### src/rtl/sublvds_lane_merger.sv
// rtl/sublvds_lane_merger.sv - round-robin merger of aligned sub-LVDS lane words into one pixel stream
module sublvds_lane_merger #(
    parameter int NUM_LANES  = 4,
    parameter int FIFO_DEPTH = 16,
    parameter int LINE_CNT_W = 16
) (
    input  logic                    clk_i,
    input  logic                    reset_i,
    input  logic [12*NUM_LANES-1:0] lane_word_i,
    input  logic [NUM_LANES-1:0]    lane_valid_i,
    input  logic [NUM_LANES-1:0]    lane_last_i,
    input  logic [2*NUM_LANES-1:0]  lane_type_i,
    input  logic [1:0]              cfg_lanes_log2_i,
    input  logic                    err_clear_i,
    output logic [11:0]             pix_o,
    output logic                    pix_valid_o,
    input  logic                    pix_ready_i,
    output logic                    pix_last_o,
    output logic [1:0]              line_type_o,
    output logic [LINE_CNT_W-1:0]   line_count_o,
    output logic                    err_skew_o,
    output logic                    err_type_o,
    output logic                    err_ovf_o,
    output logic                    busy_o
);
    localparam int AW      = $clog2(FIFO_DEPTH);
    localparam int IW      = (NUM_LANES > 1) ? $clog2(NUM_LANES) : 1;
    localparam int NL_LOG2 = $clog2(NUM_LANES);

    typedef enum logic [1:0] {IDLE, RUN, FLUSH} state_t;

    // FIFO entry layout: {last, type[1:0], word[11:0]}
    logic [14:0]          mem_q    [NUM_LANES][FIFO_DEPTH];
    logic [AW:0]          wr_ptr_q [NUM_LANES];
    logic [AW:0]          rd_ptr_q [NUM_LANES];
    logic [14:0]          head     [NUM_LANES];
    logic [NUM_LANES-1:0] empty, full, pop, push, clr, active;

    state_t                state_q;
    logic [IW-1:0]         idx_q, a_mask_q, new_mask;
    logic                  first_round_q, round_last_q;
    logic [NUM_LANES-1:0]  done_q, done_d;
    logic [11:0]           pix_q;
    logic                  pix_valid_q, pix_last_q;
    logic [1:0]            line_type_q;
    logic [LINE_CNT_W-1:0] line_count_q;
    logic                  err_skew_q, err_type_q, err_ovf_q;
    logic [1:0]            alog2;
    logic [3:0]            a_cnt;
    logic                  can_load, start, emit, skew_evt, type_evt, ovf_evt;
    logic                  flush_done, last_lane, rl_eff;
    logic [14:0]           cur;

    always_comb begin
        alog2    = (32'(cfg_lanes_log2_i) > NL_LOG2) ? 2'(NL_LOG2) : cfg_lanes_log2_i;
        a_cnt    = 4'd1 << alog2;
        new_mask = IW'(a_cnt - 4'd1);
        for (int n = 0; n < NUM_LANES; n++) begin
            empty[n]  = (wr_ptr_q[n] == rd_ptr_q[n]);
            full[n]   = (wr_ptr_q[n][AW] != rd_ptr_q[n][AW]) &&
                        (wr_ptr_q[n][AW-1:0] == rd_ptr_q[n][AW-1:0]);
            head[n]   = mem_q[n][rd_ptr_q[n][AW-1:0]];
            active[n] = (IW'(n) <= a_mask_q);
            clr[n]    = start && (IW'(n) > new_mask);
        end
        push    = lane_valid_i & (~full | pop);
        ovf_evt = |(lane_valid_i & full & ~pop);
    end

    always_comb begin
        cur       = head[idx_q];
        can_load  = !pix_valid_q || pix_ready_i;
        last_lane = (idx_q == a_mask_q);
        rl_eff    = (idx_q == '0) ? cur[14] : round_last_q;
        start     = 1'b0;
        emit      = 1'b0;
        skew_evt  = 1'b0;
        type_evt  = 1'b0;
        pop       = '0;
        done_d    = done_q;
        case (state_q)
            // A held word from the previous line keeps line_type_o until accepted
            IDLE: start = !empty[0] && can_load;
            RUN: begin
                if (!empty[idx_q]) begin
                    if (idx_q != '0 && cur[14] != round_last_q) begin
                        skew_evt = 1'b1;
                    end else if (idx_q != '0 && first_round_q && cur[13:12] != line_type_q) begin
                        type_evt = 1'b1;
                    end else if (can_load) begin
                        emit       = 1'b1;
                        pop[idx_q] = 1'b1;
                    end
                end
            end
            FLUSH: begin
                for (int n = 0; n < NUM_LANES; n++) begin
                    if (active[n] && !done_q[n] && !empty[n]) begin
                        pop[n]    = 1'b1;
                        done_d[n] = head[n][14];
                    end
                end
            end
            default: ;
        endcase
        flush_done = &(done_d | ~active);
    end

    always_ff @(posedge clk_i) begin
        for (int n = 0; n < NUM_LANES; n++) begin
            if (push[n]) begin
                mem_q[n][wr_ptr_q[n][AW-1:0]] <= {lane_last_i[n], lane_type_i[2*n +: 2], lane_word_i[12*n +: 12]};
            end
        end
    end

    always_ff @(posedge clk_i) begin
        for (int n = 0; n < NUM_LANES; n++) begin
            if (reset_i || clr[n]) begin
                wr_ptr_q[n] <= '0;
                rd_ptr_q[n] <= '0;
            end else begin
                if (push[n]) wr_ptr_q[n] <= wr_ptr_q[n] + 1'b1;
                if (pop[n])  rd_ptr_q[n] <= rd_ptr_q[n] + 1'b1;
            end
        end
    end

    always_ff @(posedge clk_i) begin
        if (reset_i) begin
            state_q       <= IDLE;
            idx_q         <= '0;
            a_mask_q      <= '0;
            first_round_q <= 1'b0;
            round_last_q  <= 1'b0;
            done_q        <= '0;
            pix_q         <= '0;
            pix_valid_q   <= 1'b0;
            pix_last_q    <= 1'b0;
            line_type_q   <= '0;
            line_count_q  <= '0;
            err_skew_q    <= 1'b0;
            err_type_q    <= 1'b0;
            err_ovf_q     <= 1'b0;
        end else begin
            err_skew_q <= (err_skew_q && !err_clear_i) || skew_evt;
            err_type_q <= (err_type_q && !err_clear_i) || type_evt;
            err_ovf_q  <= (err_ovf_q && !err_clear_i) || ovf_evt;

            if (emit) begin
                pix_q       <= cur[11:0];
                pix_last_q  <= rl_eff && last_lane;
                pix_valid_q <= 1'b1;
            end else if (pix_ready_i) begin
                pix_valid_q <= 1'b0;
            end
            if (pix_valid_q && pix_ready_i && pix_last_q) begin
                line_count_q <= line_count_q + 1'b1;
            end

            case (state_q)
                IDLE: begin
                    if (start) begin
                        a_mask_q      <= new_mask;
                        line_type_q   <= head[0][13:12];
                        first_round_q <= 1'b1;
                        idx_q         <= '0;
                        state_q       <= RUN;
                    end
                end
                RUN: begin
                    if (skew_evt || type_evt) begin
                        // Lanes already emitted this round consumed an entry whose last equals round_last
                        for (int n = 0; n < NUM_LANES; n++) begin
                            done_q[n] <= (IW'(n) < idx_q) && round_last_q;
                        end
                        state_q <= FLUSH;
                    end else if (emit) begin
                        if (idx_q == '0) round_last_q <= cur[14];
                        if (last_lane) begin
                            first_round_q <= 1'b0;
                            idx_q         <= '0;
                            if (rl_eff) state_q <= IDLE;
                        end else begin
                            idx_q <= idx_q + 1'b1;
                        end
                    end
                end
                FLUSH: begin
                    done_q <= done_d;
                    if (flush_done) begin
                        idx_q   <= '0;
                        state_q <= IDLE;
                    end
                end
                default: state_q <= IDLE;
            endcase
        end
    end

    assign pix_o        = pix_q;
    assign pix_valid_o  = pix_valid_q;
    assign pix_last_o   = pix_last_q;
    assign line_type_o  = line_type_q;
    assign line_count_o = line_count_q;
    assign err_skew_o   = err_skew_q;
    assign err_type_o   = err_type_q;
    assign err_ovf_o    = err_ovf_q;
    assign busy_o       = (state_q != IDLE);
endmodule

### config.mk
export PLATFORM = sky130hd
export DESIGN_NAME = sublvds_lane_merger
export DESIGN_NICKNAME = d
export VERILOG_FILES = /design/src/rtl/sublvds_lane_merger.sv
export SDC_FILE = /design/constraint.sdc
export NUM_CORES = 1
export LEC_CHECK = 0
export ABC_AREA = 1
export ABC_CLOCK_PERIOD_IN_PS = 7780
export BUFFER_PORTS_ARGS = -buffer_cell sky130_fd_sc_hd__buf_2
export CORE_MARGIN = 10
export CORE_UTILIZATION = 55
export CTS_BUF_LIST = sky130_fd_sc_hd__clkbuf_16
export DETAILED_ROUTE_END_ITERATION = 6
export HOLD_SLACK_MARGIN = 0.02
export PLACE_DENSITY = 0.72
export SETUP_SLACK_MARGIN = 0.05
export SLEW_MARGIN = 15
export SYNTH_ARGS = -nofsm -noshare
export SYNTH_HDL_FRONTEND = slang
export SYNTH_SLANG_ARGS = --single-unit
export TNS_END_PERCENT = 1
### constraint.sdc
create_clock -name clk_i -period 7.78 [get_ports clk_i]
set_input_delay 0.778 -clock clk_i [delete_from_list [all_inputs] [get_ports clk_i]]
set_output_delay 0.778 -clock clk_i [all_outputs]
set_load 0.005 [all_outputs]
* Yosys cells after proc, flatten, opt, wreduce, memory -nomap -nowiden *
Memory sizes are Yosys's and may differ from the RTL's.
Cells that the tools add are included.

storage, ports and cells
  register bits = 47
  RAM bits = 1000
  input bits = 70
  word-level logic and storage cells = 300
  memories = 3

memories
  memory    depth  bits a word  read ports  clocked after Yosys merged registers in  write ports  line  RTL
  mem_q     4      240          4           0                                        4            33    logic [14:0] mem_q [NUM_LANES][FIFO_DEPTH];
  rd_ptr_q  4      5            4           0                                        4            35    logic [AW:0] rd_ptr_q [NUM_LANES];
  wr_ptr_q  4      5            4           0                                        4            34    logic [AW:0] wr_ptr_q [NUM_LANES];

operators by class
  add/subtract/negate cells = 11
  order comparisons = 28
  equality and inequality tests = 26
  shift-type cells = 1
  multiplexer cells = 121
  bitwise gates (word level) = 26
  reduce and logical (&&, ||, !) cells = 70

operators with widths
  cell                                                                   number
  240-bit 2-to-1 mux                                                     4
  15-bit binary-select mux with 4-bit select                             4
  15-bit demux with 4-bit select                                         4
  15-bit 2-to-1 mux                                                      14
  1-bit 2-to-1 mux                                                       62
  5-bit by 1-bit adder with 5-bit output (second input constant)         8
  5-bit >= comparator (second input constant)                            8
  5-bit 2-to-1 mux                                                       8
  4-bit inverter with 5-bit output                                       8
  1-bit logical AND                                                      35
  15-bit binary-select mux with 2-bit select                             1
  4-bit 2-to-1 mux                                                       6
  2-bit 2-to-1 mux                                                       11
  5-bit == test                                                          4
  5-bit by 1-bit < comparator with 1-bit output (second input constant)  4
  16-bit by 1-bit adder with 16-bit output (second input constant)       1
  4-bit == test                                                          4
  4-bit one-hot mux with 2 select lines                                  2
  5-bit AND reduction                                                    3
  4-bit bitwise AND                                                      3
  2-bit != test (second input constant)                                  6
  4-bit inverter                                                         3
  2-bit one-hot mux with 3 select lines                                  2
  1-bit logical NOT                                                      10
  34 further kinds                                                       68

* Depth between registers and ports, before layout *
  depth in word-level cells = 19
  gate-level depth with buffers = 24
  gate-level depth less buffers = 22

* Worst setup path before layout *
No wires, ideal clock.

  path type = reg2reg
  from = register idx_q[0]
  to = memory mem_q[2][100] (netlist name) (enable)
  arrival = 2976 ps
  required time = 7394 ps
  setup slack = 4417 ps
  stages on the path, launching flop included = 16
  buffers on the path = 3
  period minus slack after synthesis = 3363 ps
  cells stage by stage = dfxtp_1 clkbuf_1 clkinv_1 clkbuf_1 clkbuf_1 ha_1 inv_1 nand3_1 nand2_1 inv_2 nand4_1 nand2_1 nand2_1 a21oi_2 nand2_1 nor2_1

RTL lines
  item                    line  RTL
  from (decl)             40    logic [IW-1:0] idx_q, a_mask_q, new_mask;
  from (signal assigned)  185   idx_q <= idx_q + 1'b1;
  to (decl)               33

==> flow_summary.ini <==
[final_layout]
final_cells = 4715
nets = 3682
drive_gt1_share_pct = 9.986
stdcell_area_um2 = 47720
num_antenna_cells = 0
fillers = 5852
final_common_cell = edfxtp_1
finish.utilization_pct = 61.91
areaGrowthSynthToFinish_pct = 11.99
final_cell_mix = 1,000 x edfxtp_1, 621 x nor2_1, 444 x o21ai_0, 375 x nand2_1, 215 x nand3_1

[global_route]
grt_overflow = 0
grt_max_degree = 101
antenna_found_initial = 3
grt_pass1_wl_um = 162100
first_global_vias = 26910
grtUsageTotal_pct = 23.37

[synthesis]
synth_top_area_cell = edfxtp_1
synthMuxAreaShare_pct = 0
synthAdderAreaFrac_pct = 0.8221
synth-compound-area-share_pct = 10.54
ys.flop_type = edfxtp_1
synth_nets = 3594
yosys.area_share.simple_pct = 11.77
synth-edff-count = 1000
synthesis.area_um2 = 42610
avgSynthCellArea_um2 = 12.19
synth_top_family_by_area = simple AND/OR/NAND/NOR gates
ys_warn_count = 0
synthDistinctLibCells = 40
synth_seq_cells = 1047
synth.area.top_cells = edfxtp_1 70%, nor2_1 5.5%, o21ai_0 5.2%, nand2_1 3.3%, nand3_1 2.5%
synth_seq_area_share_pct = 72.68
synthArstFlopShare_pct = 0
synthXorXnorAreaFrac_pct = 0.9043
yosys.area.top_type_share_pct = 70.47
syn_inst = 3496

[placed_design]
place_congestion = 0.9376
place_inst = 4518
io_buffer_count = 105
hpwl_um = 64370
placed_area_um2 = 44220

[clock_network]
ctsHoldBuffers = 0
cts_tree = built
cts_setup_buffers = 0
cts_num_sinks = 1047
cts-root-buf = clkbuf_16
post_cts_resized = 0
clk_pin_slew_ps = 60
insertion_delay_ps = 660
clock_path_buffers = 3
cts_max_level = 3
cts_made_buffers = 104

[die]
num_rows = 102
die_area_um2 = 89010
initial_core_util_pct = 55.28
die_h_um = 298.4
fp.coreArea_um2 = 77080
ios = 106
die_w_um = 298.4

[critical_path]
crit_type = flop to flop
slowest_delay_ps = 950
cp-start-kind = flop
cp_num_buf_inv = 4
reg2reg_from = rd_ptr_q[0][0]$_SDFFCE_PN0P_
crit_cells = 22
worstSetupEndpointType = flop
crit_path_start = rd_ptr_q[0][0]$_SDFFCE_PN0P_
r2r_cells = 22
rrSetupSlack_ps = 2560
cp_slowest_cell = edfxtp_1
crit_family = simple AND/OR/NAND/NOR gates
crit_fanout = 100
path_cells = buf_4 -> nor2_1 -> nor2_1 -> o21ai_1 -> nand2_1 -> nand2_1 -> nand2_1 -> inv_1 -> nand3_1 -> nand3_1 -> nand2_1 -> nand2_1 -> nand3_1 -> nand2_1 -> inv_2 -> nand4_1 -> nand2_1 -> nand2_1 -> a21oi_4 -> nand2_1 -> nor2_1 -> buf_4
required_ps = 8130
critPathMostFrequentCell = nand2_1
arrival_ps = 5570

[routing]
routed_wl_um = 106900
drt_iter0_drc = 3339
vias = 27910
drtPass1Iterations = 6
viasPerCell = 5.920
ant_nets = 0
route.detailed.drc = 0
post_drt_wl_per_cell_um = 22.67

[timing]
setup_viol_count_final = 0
max_slew_margin_pct = 34.08
clock.fmax_mhz = 191.7
grt_setup_unrepaired = no
tns_ps = 0
finalHoldViolCount = 0
min_period_ps = 5215
slew_viol_final = 0
skew_ps = 20.59
period_share_pct = 67.03
worst_pin_slew_ps = 987.6

[power]
p_per_area_nw_per_um2 = 296.2
cellLeakagePower_nw = 16.52
ir_drop_v = 0.0001784

[status]
outcome = finished, final reports clean

[hold_path]
min_path_cells = 1
min-delay-start = line_count_o[15]$_SDFFE_PP0P_
hold_class = flop to flop

[run]
maxCapViolCount = 0
-- report_power, final --
part	switching (W)	internal, W	leakage [nW]	total (W)
Sequential	0.000183	0.00650	9.49	0.00668
Combinational	0.00172	0.000659	5.22	0.00238
Clock	0.00210	0.00298	1.82	0.00508
-- cells by family (layout without fill, tap and decap cells) --
| kind of cell | Yosys count | after routing |
|---|---|---|
| simple gates | 1245 | 1245 |
| flops | 1047 | 1047 |
| compound gates | 787 | 787 |
| buf+inv | 345 | 524 |
| xor+xnor | 44 | 44 |
| fa+ha+maj | 28 | 28 |
-- layout make-up --
cell class / instances / area [um^2] / share of cell area, %
sequential: 1047 / 30970 / 64.89
multi-input combinational: 2104 / 10250 / 21.48
clock buffer: 108 / 2703 / 5.663
tap: 1040 / 1301 / 2.727
timing repair buffer: 195 / 1201 / 2.517
clock inverter: 89 / 795.8 / 1.667
inverter: 132 / 500.5 / 1.049
-- metal layers --
layer,up-vias,routed length [um],GRT usage [%]
met5,-,48,0
met3,199,10050,4.822
li1,12840,-,-
met4,6,2922,7.384
met1,13570,42970,31.92
met2,1295,50900,37.48
-- flip-flops by register name, indices dropped and copies added (netlist names), 2 cells and up --
signal        cells
wr_ptr_q         20
state_q           2
rd_ptr_q         20
a_mask_q          2
mem_q           960
pix_o            12
done_q            4
line_type_o       2
line_count_o     16
idx_q             2
-- per-stage QoR --
| step | total power [W] | setup slack (ps) | hold WS (ps) |
|---|---|---|---|
| 4_1_cts | 0.01416 | 2653 | 462.5 |
| 3_5_place_dp | 0.009131 | 2701 | 460.1 |
| 6_report | 0.01413 | 2565 | 480.4 |
| 2_1_floorplan | 0.008262 | 4417 | 449.7 |
| 3_3_place_gp | 0.009089 | 2637 | 474.1 |
| 5_1_grt | 0.01469 | 2266 | 475.7 |
-- worst paths after layout --
path,end
setup / recovery,mem_q[1][166]$_DFFE_PP_
setup reg to reg,mem_q[1][166]$_DFFE_PP_
hold reg to reg,line_count_o[15]$_SDFFE_PP0P_
hold / removal,line_count_o[15]$_SDFFE_PP0P_
-- worst reg2reg max path: cells and delay by family, from the launching register on --
family / cells / cell delay (ps)
buffers and inverters: 4 / 1350
AND/OR/NAND/NOR: 16 / 2280
flip-flops: 1 / 950
AO/OA/AOI/OAI: 2 / 330
-- cells in the mapped netlist, drive strengths merged (44+ instances only) --
library cell / number
nand3: 215
o221ai: 83
o22ai: 109
buf: 44
inv: 127
a21oi: 87
clkbuf: 169
nand2: 375
dfxtp: 47
edfxtp: 1000
nor2: 627
o21ai: 469
Note: power is estimated with default switching activity, not from simulation.
